--- config.mk ---
export PLATFORM = sky130hd
export DESIGN_NAME = po_pad_bank_flat
export DESIGN_NICKNAME = d
export VERILOG_FILES = /design/src/rtl/po_pad_bank_pkg.sv /design/src/rtl/po_pad_bank_if.sv /design/src/rtl/po_pad_bank_chan.sv /design/src/rtl/po_pad_bank.sv /design/src/flat_wrapper.sv
export SDC_FILE = /design/constraint.sdc
export NUM_CORES = 1
export LEC_CHECK = 0
export ABC_AREA = 0
export CAP_MARGIN = 20
export CORE_MARGIN = 5
export CORE_UTILIZATION = 44
export CTS_CLUSTER_DIAMETER = 30
export DETAILED_ROUTE_END_ITERATION = 8
export PLACE_DENSITY = 0.74
export SLEW_MARGIN = 40
export SYNTH_ARGS = -nofsm -noshare
export SYNTH_HDL_FRONTEND = slang
export SYNTH_SLANG_ARGS = --single-unit
--- constraint.sdc ---
create_clock -name po_bank_clk -period 1.4 [get_ports po_bank_clk]
set_input_delay 0.14 -clock po_bank_clk [delete_from_list [all_inputs] [get_ports po_bank_clk]]
set_output_delay 0.14 -clock po_bank_clk [all_outputs]
set_load 0.05 [all_outputs]
--- src/rtl/po_pad_bank_pkg.sv ---
// ---------------------------------------------------------------------------
// po_pad_pkg
// Shared definitions for the programmable output pad bank.
//   - po_mode_t        : 2-bit per-channel output path select
//   - PO_MODE_*        : mode encodings (bypass / registered / pipelined / hold)
//   - PO_PIPE_DEPTH_MAX: deepest pipeline a channel may be built with
// ---------------------------------------------------------------------------
package po_pad_pkg;

    typedef logic [1:0] po_mode_t;

    localparam po_mode_t PO_MODE_BYPASS = 2'b00;
    localparam po_mode_t PO_MODE_REG    = 2'b01;
    localparam po_mode_t PO_MODE_PIPE   = 2'b10;
    localparam po_mode_t PO_MODE_HOLD   = 2'b11;

    localparam int PO_PIPE_DEPTH_MAX = 8;

endpackage : po_pad_pkg

--- src/rtl/po_pad_bank_if.sv ---
// ---------------------------------------------------------------------------
// po_pad_bank_if
// Fabric-side bundle of the pad bank (everything except clock and reset).
//   po_bank_f2a_i          fabric data, one bit per channel
//   po_bank_mode_cfg       static mode bits, channel k uses [2k+1:2k]
//   po_bank_load           per-channel hold capture strobe
//   po_bank_scan_en        global scan-shift enable
//   po_bank_sc_in          scan serial input
//   po_bank_sc_out         scan serial output
//   gfpga_pad_poutput_F2A  pad outputs
//   po_bank_parity         registered XOR of pad outputs (PO_PAD_BANK_PARITY_EN)
// Modports: master = fabric/driver side, slave = the pad bank.
// ---------------------------------------------------------------------------
interface po_pad_bank_if #(
    parameter int NUM_CH = 8
);
    logic [NUM_CH-1:0]   po_bank_f2a_i;
    logic [2*NUM_CH-1:0] po_bank_mode_cfg;
    logic [NUM_CH-1:0]   po_bank_load;
    logic                po_bank_scan_en;
    logic                po_bank_sc_in;
    logic                po_bank_sc_out;
    logic [NUM_CH-1:0]   gfpga_pad_poutput_F2A;
`ifdef PO_PAD_BANK_PARITY_EN
    logic                po_bank_parity;
`endif

    modport master (
        output po_bank_f2a_i, po_bank_mode_cfg, po_bank_load,
               po_bank_scan_en, po_bank_sc_in,
        input  po_bank_sc_out, gfpga_pad_poutput_F2A
`ifdef PO_PAD_BANK_PARITY_EN
        , input po_bank_parity
`endif
    );

    modport slave (
        input  po_bank_f2a_i, po_bank_mode_cfg, po_bank_load,
               po_bank_scan_en, po_bank_sc_in,
        output po_bank_sc_out, gfpga_pad_poutput_F2A
`ifdef PO_PAD_BANK_PARITY_EN
        , output po_bank_parity
`endif
    );

endinterface : po_pad_bank_if

--- src/rtl/po_pad_bank_chan.sv ---
// ---------------------------------------------------------------------------
// po_pad_chan
// One output pad channel: PIPE_DEPTH stage registers, a hold register and
// the output path mux.
//   i_clk, i_rst_n   clock, asynchronous active-low reset
//   i_f2a            fabric data bit
//   i_mode           output path select (po_mode_t)
//   i_load           hold capture strobe
//   i_scan_en        scan-shift enable
//   i_sc_prev        scan input (previous channel's stage1 or chain input)
//   o_stage1         first stage register, doubles as scan output
//   o_pad            pad output
// ---------------------------------------------------------------------------
module po_pad_chan
    import po_pad_pkg::*;
#(
    parameter int PIPE_DEPTH = 3
) (
    input  logic     i_clk,
    input  logic     i_rst_n,
    input  logic     i_f2a,
    input  po_mode_t i_mode,
    input  logic     i_load,
    input  logic     i_scan_en,
    input  logic     i_sc_prev,
    output logic     o_stage1,
    output logic     o_pad
);
    // r_stage[0] is stage1, r_stage[PIPE_DEPTH-1] is the last pipeline stage.
    logic [PIPE_DEPTH-1:0] r_stage;
    logic                  r_hold;

    always_ff @(posedge i_clk or negedge i_rst_n) begin
        if (!i_rst_n) begin
            r_stage <= '0;
            r_hold  <= 1'b0;
        end else if (i_scan_en) begin
            // Only stage1 is on the chain; deeper stages and hold freeze,
            // and a concurrent load is ignored.
            r_stage[0] <= i_sc_prev;
        end else begin
            // Stages advance in every mode so a mode switch needs no warm-up.
            r_stage <= {r_stage[PIPE_DEPTH-2:0], i_f2a};
            if (i_load) begin
                r_hold <= i_f2a;
            end
        end
    end

    // Mode change is purely combinational; pipeline contents are not flushed.
    always_comb begin
        o_pad = i_f2a;
        case (i_mode)
            PO_MODE_BYPASS: o_pad = i_f2a;
            PO_MODE_REG:    o_pad = r_stage[0];
            PO_MODE_PIPE:   o_pad = r_stage[PIPE_DEPTH-1];
            PO_MODE_HOLD:   o_pad = r_hold;
            default:        o_pad = i_f2a;
        endcase
    end

    assign o_stage1 = r_stage[0];

endmodule : po_pad_chan

--- src/rtl/po_pad_bank.sv ---
// ---------------------------------------------------------------------------
// po_pad_bank
// NUM_CH programmable output pads between fabric F2A nets and GPOUT pads.
// Each channel selects bypass, registered, PIPE_DEPTH-stage pipelined or
// strobe-captured hold output. A scan chain threads stage1 of every channel,
// channel 0 first.
//   po_bank_clk      clock for all channel registers
//   po_bank_reset_n  asynchronous active-low reset (release synchronised
//                    upstream by the integrator)
//   bus              po_pad_bank_if.slave, data/config/scan/pad signals
// Optional build macro: PO_PAD_BANK_PARITY_EN adds bus.po_bank_parity, the
// XOR of all pad outputs registered on po_bank_clk (one cycle behind pads).
// Parameters: NUM_CH (8), PIPE_DEPTH (3, legal 2..PO_PIPE_DEPTH_MAX).
// ---------------------------------------------------------------------------
module po_pad_bank
    import po_pad_pkg::*;
#(
    parameter int NUM_CH     = 8,
    parameter int PIPE_DEPTH = 3
) (
    input  logic         po_bank_clk,
    input  logic         po_bank_reset_n,
    po_pad_bank_if.slave bus
);
    // w_sc_chain[k] feeds channel k; w_sc_chain[NUM_CH] is the chain output.
    logic [NUM_CH:0]   w_sc_chain;
    logic [NUM_CH-1:0] w_pad;

    assign w_sc_chain[0] = bus.po_bank_sc_in;

    for (genvar gi = 0; gi < NUM_CH; gi++) begin : g_chan
        po_pad_chan #(
            .PIPE_DEPTH (PIPE_DEPTH)
        ) u_chan (
            .i_clk     (po_bank_clk),
            .i_rst_n   (po_bank_reset_n),
            .i_f2a     (bus.po_bank_f2a_i[gi]),
            .i_mode    (po_mode_t'(bus.po_bank_mode_cfg[2*gi +: 2])),
            .i_load    (bus.po_bank_load[gi]),
            .i_scan_en (bus.po_bank_scan_en),
            .i_sc_prev (w_sc_chain[gi]),
            .o_stage1  (w_sc_chain[gi+1]),
            .o_pad     (w_pad[gi])
        );
    end

    assign bus.gfpga_pad_poutput_F2A = w_pad;
    assign bus.po_bank_sc_out        = w_sc_chain[NUM_CH];

`ifdef PO_PAD_BANK_PARITY_EN
    logic r_parity;

    // Updates every edge, scan included, from whatever the pads show.
    always_ff @(posedge po_bank_clk or negedge po_bank_reset_n) begin
        if (!po_bank_reset_n) begin
            r_parity <= 1'b0;
        end else begin
            r_parity <= ^w_pad;
        end
    end

    assign bus.po_bank_parity = r_parity;
`endif

endmodule : po_pad_bank

--- src/flat_wrapper.sv ---
// flat-port wrapper written by rule: the top's interface ports become plain ports
module po_pad_bank_flat import po_pad_pkg::*;
#(
    parameter int NUM_CH     = 8,
    parameter int PIPE_DEPTH = 3
)
  (po_bank_clk, po_bank_reset_n, bus_po_bank_f2a_i, bus_po_bank_mode_cfg, bus_po_bank_load, bus_po_bank_scan_en, bus_po_bank_sc_in, bus_po_bank_sc_out, bus_gfpga_pad_poutput_F2A);
  po_pad_bank_if #(.NUM_CH(NUM_CH)) bus_i ();
  input  logic po_bank_clk;
  input  logic po_bank_reset_n;
  input wire logic [$bits(bus_i.po_bank_f2a_i)-1:0] bus_po_bank_f2a_i;
  input wire logic [$bits(bus_i.po_bank_mode_cfg)-1:0] bus_po_bank_mode_cfg;
  input wire logic [$bits(bus_i.po_bank_load)-1:0] bus_po_bank_load;
  input wire logic [$bits(bus_i.po_bank_scan_en)-1:0] bus_po_bank_scan_en;
  input wire logic [$bits(bus_i.po_bank_sc_in)-1:0] bus_po_bank_sc_in;
  output wire logic [$bits(bus_i.po_bank_sc_out)-1:0] bus_po_bank_sc_out;
  output wire logic [$bits(bus_i.gfpga_pad_poutput_F2A)-1:0] bus_gfpga_pad_poutput_F2A;
  assign bus_i.po_bank_f2a_i = bus_po_bank_f2a_i;
  assign bus_i.po_bank_mode_cfg = bus_po_bank_mode_cfg;
  assign bus_i.po_bank_load = bus_po_bank_load;
  assign bus_i.po_bank_scan_en = bus_po_bank_scan_en;
  assign bus_i.po_bank_sc_in = bus_po_bank_sc_in;
  assign bus_po_bank_sc_out = bus_i.po_bank_sc_out;
  assign bus_gfpga_pad_poutput_F2A = bus_i.gfpga_pad_poutput_F2A;
  po_pad_bank #(.NUM_CH(NUM_CH), .PIPE_DEPTH(PIPE_DEPTH)) u_core (.po_bank_clk(po_bank_clk), .po_bank_reset_n(po_bank_reset_n), .bus(bus_i));
endmodule
# ---- Word-level counts from Yosys, hierarchy flattened
# Index checks and enable logic that the tools add are counted.
dict set report classes {
  n_addsub 0
  multipliers 0
  n_div 0
  magnitude_cmp 0
  eq_ne 24
  shift 0
  mux 16
  n_bitwise 1
  n_reduce_logical 16
}
# cell n
set ops {}
lappend ops {{$eq 2x2->1 const B} 16}
lappend ops {{$pmux 1 s4} 8}
lappend ops {{$eq 2x1->1 const B} 8}
lappend ops {{$logic_not 2->1} 8}
lappend ops {{$reduce_and 2->1} 8}
lappend ops {{$mux 1} 8}
lappend ops {{$not 1->1} 1}
dict set report totals {
  regBits 32
  latch_bits 0
  mem_bits_rw 0
  romBits 0
  output_inout_bits 9
  elab_cells 81
  memories 0
}

# ---- Logic depth before layout (Yosys ltp)
dict set report depth {
  depth_word 2
  depth_mapped 3
}

# ---- Modules after synthesis
# From an unflattened synthesis, not the netlist that was laid out.
dict set report unflattened {
  cells_unflattened 80
  hier_area_um2 1391.3
}
# mod n_inst cells_each area_per_inst_um2
set by_module_without_submodules {}
lappend by_module_without_submodules {po_pad_chan 8 10 173.9}

# ---- Worst setup path after synthesis
# OpenSTA, ideal clock, no wires.
dict set report synth_timing {
  path_kind {register -> output}
  start {register u_core.g_chan[7].u_chan.r_stage[0]}
  end {output port bus_gfpga_pad_poutput_F2A[7]}
  arrival_time_ps 1240
  required_time_ps 1260
  path_slack_ps 20
  path_stages_with_launch 3
  path_buffers 1
  path_cell_list {dfrtp_1 mux4_2 buf_4}
}
dict set report synth_via {
  elab_chain_len 1
}
# element line
set synth_rtl {}
lappend synth_rtl {{from (decl)} po_pad_bank_chan.sv:30} ;# logic [PIPE_DEPTH-1:0] r_stage;
lappend synth_rtl {{from (signal assigned)} po_pad_bank_chan.sv:40} ;# r_stage[0] <= i_sc_prev;
lappend synth_rtl {{from (signal assigned)} po_pad_bank_chan.sv:43} ;# r_stage <= {r_stage[PIPE_DEPTH-2:0], i_f2a};
lappend synth_rtl {{$pmux 1 s4} po_pad_bank_chan.sv:53} ;# case (i_mode)
lappend synth_rtl {{to (decl)} flat_wrapper.sv:17} ;# output wire logic [$bits(bus_i.gfpga_pad_poutput_F2A)-1:0] bus_gfpga_pad_poutput_F2A;
# Every way passes these cells.

# ---- Worst setup path in the final report
dict set report layout_timing {
  start {register u_core.g_chan[3].u_chan.r_hold}
  end {output port bus_gfpga_pad_poutput_F2A[3]}
}
dict set report layout_via {
  elab_chain_len 1
}
# element line
set layout_rtl {}
lappend layout_rtl {{from (decl)} po_pad_bank_chan.sv:31} ;# logic r_hold;
lappend layout_rtl {{from (signal assigned)} po_pad_bank_chan.sv:45} ;# r_hold <= i_f2a;
lappend layout_rtl {{$pmux 1 s4} po_pad_bank_chan.sv:53}
# Every way passes these cells.

==> metrics.md <==
| Metric | Value |
|---|---|
| Fmax | `0.682 GHz` |
| Cell Pwr Density | `1240 mW/mm²` |
| Hold crit path type | `primary input to async pin` |
| Total Power | `2.88 mW` |
| Die ar. | `0.00495 mm²` |
| Most common library cell in the layout ignoring fill and taps | `clkdlybuf4s50_1` |
| Avg Vias per Cell | `4.76` |
| Core box area | `0.00361 mm²` |
| Maximum vdd drop | `0.000760 V` |
| CTS Root Cell | `clkbuf_8` |
| # setup viols final | `8` |
| Least-Margin Pin Slew | `419 ps` |
| Vias in the first global route | `1098` |
| CTS buffer count | `5` |
| # Max-Cap Violations | `0` |
| Leakage | `1.06 nW` |
| Data arrival, critical path | `1330 ps` |
| YS warnings | `0` |
| Critical Setup Path Class | `register to output pin` |
| CTS tree | `built` |
| Synthesized Nets | `127` |
| Dpl ws | `-85.5 ps` |
| Fin cells | `205` |
| Via count | `976` |
| Max Slew Vio Count | `0` |
| Clock Skews | `5.54 ps` |
| Syn Inst Count | `91` |
| Cts hold-fix bufs | `0` |
| Area Growth Syn to Fin | `45.1%` |
| Final worst slack | `-66.4 ps` |
| Post-synth cell types | `10` |
| Number of synthesized register bits | `32` |
| # diodes | `0` |
| Violated checks | `setup timing` |
| Detailed Place HPWL | `2.33 mm` |
| First-pass DRT Iterations | `3` |
| Fin util | `64.4%` |
| First-pass GRT wire length | `5.36 mm` |
| Die height | `70.3 µm` |
| DR DRC count | `0` |
| Total grt overflow | `0` |
| Crit path required time | `1260 ps` |
| Most frequent cells in the layout | `clkdlybuf4s50_1, dfrtp_1, buf_4` |
| Initial cell density of the core | `44.4%` |
| Fin crit share | `105%` |
| Die width | `70.3 µm` |
| Routed Antenna Nets | `0` |
| CP Launch Type | `register` |
| Final Hold Fails | `0` |
| Unrepaired setup endpoints after global routing | `yes` |
| # port buffers | `44` |
| Drt total wl | `3.29 mm` |
| Placed Instances | `187` |
| Syn_area_per_cell | `17.6 µm²` |
| DRT iter0 DRCs | `33` |
| Fillers | `262` |
| Clk buf depth | `2` |
| Initial antenna violation count | `0` |
| Routability Congestion | `0.771` |
| Total Neg Setup Slack | `-427 ps` |
| Crit. End Element | `output pin` |
| Routed len/inst | `16.0 µm` |
| Num ports | `45` |
| GRT Overall Usage | `14.0%` |
| Share of cells above drive strength 1 | `55.4%` |
| Status | `finished with violations` |
| Netlist Area Pre-Place | `0.00160 mm²` |
| Register area share after synthesis | `50.0%` |
| Post-layout nets | `192` |
| Number of sinks on the clock net | `32` |
| Largest net degree at the start of global routing | `33` |
| Clk slew on worst S/H paths | `70 ps` |
| Htree depth | `2` |
| # rows | `22` |
| Crit path time final | `1470 ps` |
| Rel. slew slack | `72.1%` |
| Worst-path maximum fanout | `2` |
| Worst skew pair latency | `280 ps` |
-- worst paths after layout --
kind,endpoint,depth (start not counted),slack [ps],start
max,bus_gfpga_pad_poutput_F2A[3],2,-70,u_core.g_chan[3].u_chan.r_hold
max in group asynchronous,u_core.g_chan[7].u_chan.r_stage[1],2,840,po_bank_reset_n
min,u_core.g_chan[7].u_chan.r_stage[0],2,260,po_bank_reset_n
min reg2reg,u_core.g_chan[5].u_chan.r_stage[1],1,510,u_core.g_chan[5].u_chan.r_stage[1]
min in group po_bank_clk,u_core.g_chan[5].u_chan.r_stage[0],2,380,bus_po_bank_scan_en
max reg2reg,u_core.g_chan[7].u_chan.r_stage[1],2,480,u_core.g_chan[7].u_chan.r_stage[0]
-- cells by family after synthesis --
logic type             synth area share, %
buffers and inverters                 6.95
and+or+nand+nor                       4.38
DFF                                   50.0
muxes                                 38.7
-- metal layers --
metal / up-vias / wire, µm / global-route usage [%]
met5: - / 0 / 0
met4: 0 / 51 / 6.38
met3: 5 / 157 / 4.17
met2: 28 / 1720 / 23.9
met1: 490 / 1360 / 15.9
li1: 453 / - / -
-- critical path, cell delays in order, from the launching register on --
cell     delay, ps
dfrtp_1        380
mux4_2         490
buf_6          170
-- stage by stage --
step	hold WS (ps)	area [µm²]
floorplan	-156	1600
global placement	486	2090
detailed placement	491	2090
CTS	272	2300
global route	305	2320
finish	260	2320
-- registers in the layout (all words and copies together) (netlist names) --
signal and cells:
u_core.g_chan.u_chan.r_hold 8, u_core.g_chan.u_chan.r_stage 24
-- synthesized netlist by cell type --
master     n  area share, %
buf_4      8            3.8
mux2_2    11            7.7
nand2b_4   1           0.86
buf_6      1           0.70
mux2_4    21             20
buf_12     2            2.5
nor2b_2    3            1.6
and2b_1    4            1.9
mux4_2     8             11
dfrtp_1   32             50
-- final cells by class --
class / instances / area (µm²) / share of cell area (%)
flip-flops and latches: 32 / 801 / 34.5
well taps: 48 / 60.1 / 2.58
clock buffers: 7 / 96.3 / 4.15
repair buffers: 69 / 647 / 27.8
clock inverters: 1 / 30.0 / 1.29
multi-input cells: 48 / 689 / 29.7
-- report_power, final --
| part | switching, mW | internal, mW | total (mW) |
|---|---|---|---|
| clock network | 0.337 | 0.628 | 0.965 |
| logic | 0.322 | 0.466 | 0.789 |
| registers | 0.0716 | 1.06 | 1.13 |
-- repair_timing --
item	in CTS	in global routing
buffers inserted	7	3
endpoints found under the setup margin	8	8
gates cloned	0	0
resized for setup	8	1
No activity file was read; power rests on OpenSTA's default activity.
